[config.mk]
export PLATFORM = sky130hd
export DESIGN_NAME = mux_reensamblador
export DESIGN_NICKNAME = d
export VERILOG_FILES = /design/src/rtl/mux_reensamblador.sv
export SDC_FILE = /design/constraint.sdc
export NUM_CORES = 1
export LEC_CHECK = 0
export ABC_CLOCK_PERIOD_IN_PS = 7000
export BUFFER_PORTS_ARGS = -buffer_cell sky130_fd_sc_hd__buf_2
export CORE_MARGIN = 5
export CORE_UTILIZATION = 60
export DETAILED_ROUTE_END_ITERATION = 8
export PLACE_DENSITY_LB_ADDON = 0.08
export SLEW_MARGIN = 20
export SYNTH_ARGS = -nofsm -noshare
export SYNTH_HDL_FRONTEND = slang
export SYNTH_SLANG_ARGS = --single-unit
[constraint.sdc]
create_clock -name clk -period 7 [get_ports clk]
set_clock_uncertainty 0.1 [all_clocks]
set_input_delay 0.7 -clock clk [delete_from_list [all_inputs] [get_ports clk]]
set_output_delay 0.7 -clock clk [all_outputs]
set_load 0.02 [all_outputs]
[src/rtl/mux_reensamblador.sv]
// ---------------------------------------------------------------------------
// mux_reensamblador
//
// Merges the two lanes produced by the lane demultiplexer back into a single
// ordered stream. Each lane is buffered in its own FIFO; words leave in strict
// alternation (lane 0, lane 1, lane 0, ...), so a lane that runs ahead waits
// for the other one and the original order is restored.
//
// Parameters:
//   BUS_WIDTH  width of each lane word and of data_out
//   DEPTH      entries per lane FIFO (power of 2, minimum 2)
//
// Ports:
//   clk        system clock, rising edge
//   reset      asynchronous, active-high reset
//   data_in_0  lane 0 word
//   valid_0    lane 0 push request
//   data_in_1  lane 1 word
//   valid_1    lane 1 push request
//   data_out   merged word (registered, holds between words)
//   valid_out  one-cycle strobe per emitted word (registered)
//   full_0     lane 0 FIFO holds DEPTH entries
//   full_1     lane 1 FIFO holds DEPTH entries
//   error      sticky overflow flag, cleared only by reset
// ---------------------------------------------------------------------------
module mux_reensamblador #(
    parameter int unsigned BUS_WIDTH = 4,
    parameter int unsigned DEPTH     = 4
) (
    input  logic                 clk,
    input  logic                 reset,
    input  logic [BUS_WIDTH-1:0] data_in_0,
    input  logic                 valid_0,
    input  logic [BUS_WIDTH-1:0] data_in_1,
    input  logic                 valid_1,
    output logic [BUS_WIDTH-1:0] data_out,
    output logic                 valid_out,
    output logic                 full_0,
    output logic                 full_1,
    output logic                 error
);

    localparam int unsigned PW = (DEPTH > 1) ? $clog2(DEPTH) : 1;
    localparam int unsigned CW = PW + 1;
    localparam logic [CW-1:0] COUNT_FULL = CW'(DEPTH);

    typedef enum logic {
        StEspera0 = 1'b0,
        StEspera1 = 1'b1
    } state_e;

    state_e state;

    logic [BUS_WIDTH-1:0] mem_0 [DEPTH];
    logic [BUS_WIDTH-1:0] mem_1 [DEPTH];

    logic [PW-1:0] wr_ptr_0, rd_ptr_0;
    logic [PW-1:0] wr_ptr_1, rd_ptr_1;
    logic [CW-1:0] count_0, count_1;

    logic pop_0, pop_1;
    logic push_0, push_1;
    logic overflow;

    // -----------------------------------------------------------------------
    // Push / pop decisions. Pops depend only on registered state, so there
    // is no combinational path from the inputs to data_out/valid_out.
    // A push into a full lane is still accepted when that lane is popped on
    // the same edge, since the pop frees the slot.
    // -----------------------------------------------------------------------
    always_comb begin
        full_0   = (count_0 == COUNT_FULL);
        full_1   = (count_1 == COUNT_FULL);
        pop_0    = (state == StEspera0) && (count_0 != '0);
        pop_1    = (state == StEspera1) && (count_1 != '0);
        push_0   = valid_0 && (!full_0 || pop_0);
        push_1   = valid_1 && (!full_1 || pop_1);
        overflow = (valid_0 && full_0 && !pop_0) || (valid_1 && full_1 && !pop_1);
    end

    // Storage has no reset: pointers and counts define which entries are live.
    always_ff @(posedge clk) begin
        if (push_0 && !reset) begin
            mem_0[wr_ptr_0] <= data_in_0;
        end
        if (push_1 && !reset) begin
            mem_1[wr_ptr_1] <= data_in_1;
        end
    end

    // -----------------------------------------------------------------------
    // Lane 0 FIFO bookkeeping. Pointers wrap naturally at DEPTH (power of 2).
    // -----------------------------------------------------------------------
    always_ff @(posedge clk or posedge reset) begin
        if (reset) begin
            wr_ptr_0 <= '0;
            rd_ptr_0 <= '0;
            count_0  <= '0;
        end else begin
            if (push_0) begin
                wr_ptr_0 <= wr_ptr_0 + PW'(1);
            end
            if (pop_0) begin
                rd_ptr_0 <= rd_ptr_0 + PW'(1);
            end
            if (push_0 && !pop_0) begin
                count_0 <= count_0 + CW'(1);
            end else if (!push_0 && pop_0) begin
                count_0 <= count_0 - CW'(1);
            end
        end
    end

    // -----------------------------------------------------------------------
    // Lane 1 FIFO bookkeeping.
    // -----------------------------------------------------------------------
    always_ff @(posedge clk or posedge reset) begin
        if (reset) begin
            wr_ptr_1 <= '0;
            rd_ptr_1 <= '0;
            count_1  <= '0;
        end else begin
            if (push_1) begin
                wr_ptr_1 <= wr_ptr_1 + PW'(1);
            end
            if (pop_1) begin
                rd_ptr_1 <= rd_ptr_1 + PW'(1);
            end
            if (push_1 && !pop_1) begin
                count_1 <= count_1 + CW'(1);
            end else if (!push_1 && pop_1) begin
                count_1 <= count_1 - CW'(1);
            end
        end
    end

    // -----------------------------------------------------------------------
    // Alternation FSM with registered outputs. Only the expected lane is
    // popped; data_out holds its last value whenever nothing is emitted.
    // -----------------------------------------------------------------------
    always_ff @(posedge clk or posedge reset) begin
        if (reset) begin
            state     <= StEspera0;
            data_out  <= '0;
            valid_out <= 1'b0;
        end else begin
            valid_out <= 1'b0;
            case (state)
                StEspera0: begin
                    if (pop_0) begin
                        data_out  <= mem_0[rd_ptr_0];
                        valid_out <= 1'b1;
                        state     <= StEspera1;
                    end
                end
                StEspera1: begin
                    if (pop_1) begin
                        data_out  <= mem_1[rd_ptr_1];
                        valid_out <= 1'b1;
                        state     <= StEspera0;
                    end
                end
                default: state <= StEspera0;
            endcase
        end
    end

    // Sticky overflow: a dropped word is never recoverable, so keep the flag.
    always_ff @(posedge clk or posedge reset) begin
        if (reset) begin
            error <= 1'b0;
        end else if (overflow) begin
            error <= 1'b1;
        end
    end

endmodule

==> results of run 1 <==
[synth_stat cells (2+ instances only)]
| cell | count | share of area |
|---|---|---|
| sky130_fd_sc_hd__nor3b_1 | 6 | 0.019 |
| sky130_fd_sc_hd__and2_1 | 4 | 0.011 |
| sky130_fd_sc_hd__nor2_1 | 3 | 0.0048 |
| sky130_fd_sc_hd__xnor2_1 | 8 | 0.030 |
| sky130_fd_sc_hd__fa_1 | 2 | 0.017 |
| sky130_fd_sc_hd__buf_2 | 2 | 0.0043 |
| sky130_fd_sc_hd__xor2_1 | 4 | 0.015 |
| sky130_fd_sc_hd__ha_1 | 10 | 0.054 |
| sky130_fd_sc_hd__inv_1 | 15 | 0.024 |
| sky130_fd_sc_hd__edfxtp_1 | 32 | 0.41 |
| sky130_fd_sc_hd__o32ai_1 | 3 | 0.011 |
| sky130_fd_sc_hd__a21oi_1 | 5 | 0.011 |
| sky130_fd_sc_hd__mux4_2 | 8 | 0.078 |
| sky130_fd_sc_hd__nor3_1 | 2 | 0.0043 |
| sky130_fd_sc_hd__mux2_2 | 3 | 0.015 |
| sky130_fd_sc_hd__nand2_1 | 2 | 0.0032 |
| sky130_fd_sc_hd__dfrtp_1 | 21 | 0.23 |
[how the worst max path moves through the flow]
stage | start | end | slack, ns | depth (start not counted)
after global placement | valid_0 | count_0[2] | 4.64 | 9
after global routing | count_0[0] | count_0[2] | 4.30 | 8
final | count_0[0] | count_0[2] | 4.45 | 8
after CTS | count_0[0] | count_0[2] | 4.47 | 8
after detailed placement | count_0[0] | count_0[2] | 4.46 | 8
after floorplan | count_0[0] | count_0[1] | 4.75 | 6
[per-stage QoR]
stage | utilization | worst slack (ns) | area [sq um] | total power, mW | std cells
floorplan | - | 4.75 | 2320 | 0.817 | 145
global placement | 0.663 | 4.64 | 2460 | 0.894 | 209
detailed placement | 0.663 | 4.46 | 2460 | 0.920 | 209
CTS | 0.687 | 4.47 | 2550 | 1.09 | 217
global route | 0.687 | 4.30 | 2550 | 1.15 | 217
finish | 0.687 | 4.45 | 2550 | 1.08 | 217
[worst max-delay path, cell delays in order, from the launching register on]
cell and delay [ns]:
sky130_fd_sc_hd__dfrtp_1 0.47, sky130_fd_sc_hd__nor3_1 0.60, sky130_fd_sc_hd__or2_2 0.25, sky130_fd_sc_hd__ha_1 0.19, sky130_fd_sc_hd__inv_1 0.07, sky130_fd_sc_hd__fa_1 0.38, sky130_fd_sc_hd__xor2_1 0.15, sky130_fd_sc_hd__nor2_1 0.11
sky130_fd_sc_hd__xor2_1 0.14
[power groups by stage]
stage	combinational (mW)	clock (mW)	sequential, mW
after floorplan	0.313	0	0.503
after global placement	0.373	0	0.521
after detailed placement	0.394	0	0.526
after CTS	0.399	0.167	0.520
after global routing	0.435	0.181	0.536
final	0.394	0.163	0.520
[state kept, by name (all words and copies together) (netlist names)]
signal,flops
wr_ptr_1,2
mem_1,16
state,1
valid_out,1
error,1
count_0,3
wr_ptr_0,2
rd_ptr_0,2
count_1,3
mem_0,16
data_out,4
rd_ptr_1,2
[routing by layer]
metal  routed length, um  part of all wire  track usage
met1                1810              0.48        0.236
met2                1730              0.46        0.235
met3                 180             0.048       0.0443
met4                  51             0.014       0.0501
met5                   0                 0            0
[kinds of logic (layout without fill, tap and decap cells)]
family | count (synthesis) | after routing | synth area share
compound gates | 14 | 14 | 0.0512
xor+xnor | 12 | 12 | 0.0452
fa+ha+maj | 12 | 12 | 0.0711
buf+inv | 19 | 43 | 0.0318
flops | 53 | 53 | 0.640
mux | 13 | 13 | 0.103
simple gates | 22 | 22 | 0.0582
[cell type report]
cell class	count	area, sq um
fill	261	1160
timing repair buffer	19	95.1
multi-input combinational	73	763
sequential	53	1490
clock buffer	5	68.8
inverter	16	60.1
clock inverter	3	17.5
tap	48	60.1
[placed cells by master, fill, tap and decap left out, types with 3 or more instances in the layout]
master,count
sky130_fd_sc_hd__inv_1,15
sky130_fd_sc_hd__mux4_2,8
sky130_fd_sc_hd__mux2_2,3
sky130_fd_sc_hd__dfrtp_1,21
sky130_fd_sc_hd__a21oi_1,5
sky130_fd_sc_hd__edfxtp_1,32
sky130_fd_sc_hd__buf_2,19
sky130_fd_sc_hd__ha_1,10
sky130_fd_sc_hd__and2_1,4
sky130_fd_sc_hd__nor2_1,3
sky130_fd_sc_hd__nor3b_1,6
sky130_fd_sc_hd__o32ai_1,3
sky130_fd_sc_hd__xnor2_1,8
sky130_fd_sc_hd__clkbuf_8,5
sky130_fd_sc_hd__xor2_1,4
==> results summary, run 1 <==
Setup repair after global routing left no endpoint under its margin. The tree is rooted in a sky130_fd_sc_hd__clkbuf_8. Buffers inserted during clock tree synthesis total 5. The post-detailed-routing wire length is ~3.8 mm. The kind of path behind the tightest hold check is flip-flop to flip-flop. The vertical extent of the die is between 70 and 80 um. The maximum resistive drop on vdd is 0.237 mV. The switching component of the power came out at a little under 0.4 mW. The clock net sink count is 53. During I/O placement, the number of pins put on the boundary was 20.

The endpoint identified for the worst register-to-register timing path is count_0[2]. The initial utilization of the core area, before any placement, comes to 0.625. The run finished with clean final reports. The layout cell share with drive strength beyond 1 came out at 0.260. The detailed router placed about 1200 vias in this run. The sequential-to-total area share from yosys stat is 0.640.

Yosys printed 0 warnings. The post-CTS setup repair buffer count came out at 0. The total DRC errors in the routed layout came out at 0.

The final antenna-violating net count came out at 0. The slew at the pin closest to its max-slew limit came out at between 0.8 and 0.9 ns. The first-pass GRT wire length came out at 6.15 mm. The quantity of gates resized following cts came out at 0.

The critical hold path startpoint is error. Internal power comes to between 0.6 and 0.7 mW. The origin of the critical flop-to-flop path is count_0[0]. The switching share of power is 0.359. The number of nets handed over by synthesis was 169.

Measured in cells, the most critical reg-to-reg path has a length of 8. The setup TNS came out at 0 ns. The number of iterations in the first detailed-routing pass came out at 4.

The upper clock frequency limit came out at 393 MHz. The number of enable-type register cells in the synthesized netlist is 32. The half-perimeter wire length of the detailed placement result came out at about 2.9 mm. Counting along the longest clock path gives a buffer depth of 2.

The data required time at the worst endpoint is 7.13 ns. The count of state elements after synthesis is 53. The data arrival at the endpoint of the critical path came out at approximately 2.7 ns.

The number of different library cells in the post-synthesis netlist came out at 32. Setup violations remaining at the end of the flow were counted as 0. After technology mapping, the gate count stands at around 150.

The CTS H-tree depth came out at 2. The number of max-slew violations in the final report is 0. The combinational fraction of design power is 0.366.

From synthesis to final layout, the design area changed by 9.80%. The dominant register cell in the synthesized netlist is sky130_fd_sc_hd__edfxtp_1. The number of antenna diodes in the final layout is 0. The internal reg-to-reg setup slack came out at between 4 and 5 ns. The final hold violation count is 0. In this run the static leakage power is around 1 nW. The path with the worst hold slack has its endpoint at error. At the end of routability-driven placement, the weighted congestion stood at around 0.76. Using the TritonRoute via totals, the vias-per-cell ratio works out to around 5.7. The die covers around 5200 sq um. Port buffering added 19 buffers. The number of antenna violations at the first check in global routing is 0. After clock tree synthesis, the clock-pin slew on the worst setup and hold paths is 0.09 ns. The initialized floorplan defines 22 standard-cell rows. The cell area after synthesis came out at approximately 2300 sq um. Of all nets on the critical path, the largest fanout is 7. The horizontal extent of the die came out at around 72 um. The final critical path time including I/O delays and setup came out at 2.55 ns. The final-stage net count came out at ~190. The critical path endpoint category is a flip-flop. The number of design-rule violations left by the first detailed-router iteration came out at between 90 and 100. A synthesized cell averages roughly 16 sq um. The share of total power dissipated in sequential elements is 0.483. The share of synthesized flip-flops with an asynchronous set or reset came out at 0.396.

The share of total power dissipated in the clock network is 0.151. The via count of the first global-routing pass came out at approximately 1200. In this run the tightest slew margin relative to its limit is 0.465. The kind of start point of the critical path is a flip-flop. The max-cap check violation count is 0. Across all hold checks on the routed design, the worst slack comes to between 0.3 and 0.4 ns. Across every metal layer, demand over resource in global routing totals 0.161. For this design the ratio of total power to cell area is 422 nW/um^2. The global-route congestion overflow total is 0. The worst hold path was traced through 2 stages. The clock tree from TritonCTS is yes. The insertion delay of the later-clocked pin in the worst-skew pair is approximately 0.30 ns.

The critical path in this run is classified as flip-flop to flip-flop. The routed length per instance is between 15 and 20 um. Of the available clock period, the critical path in the final layout requires 0.364.

Entering global routing, the biggest net connects 22 pins. The total of hold buffers inserted after clock tree synthesis came out at 0. The core region is approximately 3700 sq um.
(Power assumes the default switching activity.)
==> inputs of run 2 (changes only) <==
ABC_CLOCK_PERIOD_IN_PS = 2320   (was 7000)
CORE_UTILIZATION = 53   (was 60)
clock period = 2.32 ns   (was 7 ns; I/O delays follow)
==> results summary, run 2 (synthesis results as in run 1) <==
The total number of vias was 1217 (was 1231). The number of cells on the worst reg-to-reg path is 8 (unchanged). The number of max-slew violations in the final report came to 0 (unchanged). The data required time at the worst endpoint came out at 2.45 ns (was 7.13 ns). The final worst-path cycle share is 0.935 (was 0.364). The first-pass GRT wire length is 6.73 mm (was 6.15 mm).

The number of buffers on the longest clock path was 2 (unchanged). The maximum resistive drop on vdd was 0.613 mV (was 0.237 mV). The peak fanout along the critical path is 6 (was 7). The internal reg-to-reg setup slack came out at 0.15 ns (was 4.45 ns). The critical path endpoint category is a flip-flop (unchanged). The max-cap check violation count is 0 (unchanged). The global-route congestion overflow total is 0 (unchanged). The cell count after placement came out at 221 (was 209). The final antenna-violating net count is 0 (unchanged). The origin of the critical flop-to-flop path is count_1[0] (was count_0[0]). The layout cell share with drive strength beyond 1 came out at 0.299 (was 0.260).

The final-report setup violation count is 0 (unchanged). The cell area power density came to 1270 nW/um^2 (was 422 nW/um^2). The delay of the slowest cell on the worst path is 0.50 ns (was 0.60 ns). The filler cell count is 332 (was 261). Unrepaired setup endpoints after global routing: no (unchanged). The data arrival at the endpoint of the critical path is 2.30 ns (was 2.68 ns).

The area of the die is 5810 sq um (was 5220 sq um). The number of design-rule violations left by the first detailed-router iteration is 45 (was 97). The final critical path time including I/O delays and setup is 2.17 ns (was 2.55 ns). The cell row count came to 24 (was 22).

The buffer and inverter count on the worst path came out at 2 (was 1). The total of hold buffers inserted after clock tree synthesis is 0 (unchanged). The top-level port count came out at 20 (unchanged).

The pin count of the biggest net entering global routing is 22 (unchanged). The static leakage came out at 1.05 nW (was 1.01 nW). The total power consumption of the routed design is 3.35 mW (was 1.08 mW). The count of placed standard cells in the final layout, fillers left out is 229 (was 217). The clock tree from TritonCTS is yes (unchanged).

The post-route core utilization came out at 0.612 (was 0.687). The final hold violation count came out at 0 (unchanged). Registers with the most flip-flops: mem_0: 16 flops, mem_1: 16 flops, data_out: 4 flops (unchanged). The type of the setup path with the least slack is flip-flop to flip-flop (unchanged). The setup TNS is 0 ns (unchanged). The kind of path behind the tightest hold check was input pin to asynchronous set/reset pin (was flip-flop to flip-flop). The clock edge transition at the registers on the reported setup and hold paths came out at 0.10 ns (was 0.09 ns). The number of diodes came out at 0 (unchanged). The total DRC errors in the routed layout came out at 0 (unchanged). The vertical extent of the die is 76.2 um (was 72.2 um). The number of antenna violations at the first check in global routing came to 0 (unchanged).

The placeable core region is 4290 sq um (was 3720 sq um). The total global-route track usage came to 0.145 (was 0.161). The final weighted congestion in routability-driven placement was 0.821 (was 0.759). The final hold slack came out at 0.0367 ns (was 0.393 ns). The kind of start point of the critical path is a flip-flop (unchanged). The critical path's top delay family was adder cells (was simple AND/OR/NAND/NOR gates). The clock net sink count came out at 53 (unchanged). The area added between synthesis and finish came out at 13.1% (was 9.80%). Cells along the critical path: o31a_2 -> inv_1 -> ha_1 -> inv_1 -> fa_1 -> xor2_1 -> nor2_1 -> xnor2_1 (was nor3_1 -> or2_2 -> ha_1 -> inv_1 -> fa_1 -> xor2_1 -> nor2_1 -> xor2_1). The combinational fraction of design power came out at 0.379 (was 0.366).

The slew at the pin closest to its max-slew limit is 0.791 ns (was 0.802 ns). The insertion delay of the later-clocked pin in the worst-skew pair came out at 0.30 ns (about the same). The post-detailed-routing wire length came out at 3.90 mm (was 3.77 mm). The number of buffers added on ports came out at 19 (unchanged).

The switching component of the power came out at 1.20 mW (was 0.386 mW). Most used cells in the layout excluding fill and tap cells: sky130_fd_sc_hd__edfxtp_1 (32), sky130_fd_sc_hd__dfrtp_1 (21), sky130_fd_sc_hd__buf_2 (19) (unchanged). The number of iterations in the first detailed-routing pass came out at 4 (unchanged). The share of power burned in registers came out at 0.464 (was 0.483).

The most common cell after layout, fill and taps aside was sky130_fd_sc_hd__edfxtp_1 (unchanged). The initial core utilization is 0.541 (was 0.625). The final-stage net count came out at 200 (was 192).

The horizontal extent of the die is 76.2 um (was 72.2 um). The proportion of power drawn by the clock network came out at 0.157 (was 0.151). The via count of the first global-routing pass is 1367 (was 1213). The cell at the root of the clock tree is sky130_fd_sc_hd__clkbuf_8 (unchanged).

The CTS H-tree depth is 2 (unchanged). The normalized max-slew margin came out at 0.472 (was 0.465). The master of the slowest instance on the critical path is sky130_fd_sc_hd__dfrtp_1 (was sky130_fd_sc_hd__nor3_1).

The internal power component is 2.15 mW (was 0.691 mW). The switching share of power came out at 0.359 (about the same). The CTS buffer count came out at 5 (unchanged). The most frequent cell on the critical path was sky130_fd_sc_hd__inv_1 (was sky130_fd_sc_hd__xor2_1). The multi-input gate area in the final layout is 767 sq um (was 763 sq um). The upper clock frequency limit came out at 461 MHz (was 393 MHz). The routed length per instance was 17.0 um (was 17.4 um). Result of the run: completed (unchanged).

The post-detailed-route via-to-cell ratio came out at 5.31 (was 5.67). The capture point of the worst reg-to-reg path is count_1[2] (was count_0[2]). The half-perimeter wire length of the detailed placement result is 2.99 mm (was 2.86 mm).

The register area came to 1490 sq um (unchanged).
run 2: layer usage:
| layer | GRT usage | wire (um) | vias up |
|---|---|---|---|
| met5 | 0 | 0 | - |
| met4 | 0.0420 | 23 | 0 |
| met3 | 0.0449 | 162 | 2 |
| met2 | 0.224 | 1910 | 19 |
| met1 | 0.198 | 1810 | 610 |
| li1 | - | - | 586 |
run 2: how the worst max path moves through the flow:
stage	from	endpoint	slack, ns	cells after the start
floorplan	count_0[0]	count_0[1]	0.07	6
global placement	count_0[2]	count_0[2]	0.23	8
detailed placement	count_0[2]	count_0[2]	0.13	8
CTS	count_0[2]	count_0[2]	0.10	8
global route	count_0[0]	count_0[2]	0.001	8
finish	count_1[0]	count_1[2]	0.15	8
run 2: layout make-up:
type | instances | area share
Sequential cell | 53 | 0.566
Multi-Input combinational cell | 73 | 0.292
Timing Repair Buffer | 27 | 0.0590
Clock buffer | 5 | 0.0262
Tap cell | 52 | 0.0248
Inverter | 16 | 0.0229
Clock inverter | 3 | 0.00952
run 2: repair_timing:
item | CTS | global route
setup endpoints to repair | 0 | 1
gates resized for setup | 0 | 1
buffers inserted | 0 | 0
run 2: power groups by stage:
stage               sequential (mW)  clock [mW]  combinational [mW]
finish                         1.55       0.526                1.27
global route                   1.60       0.585                1.42
CTS                            1.56       0.546                1.29
detailed placement             1.58           0                1.28
global placement               1.55           0                1.21
floorplan                      1.52           0               0.946
run 2: per-stage QoR:
step                setup slack, ns  area, sq um
finish                        0.150         2630
global route                0.00131         2630
CTS                           0.101         2620
detailed placement            0.126         2530
global placement              0.229         2530
floorplan                    0.0688         2320
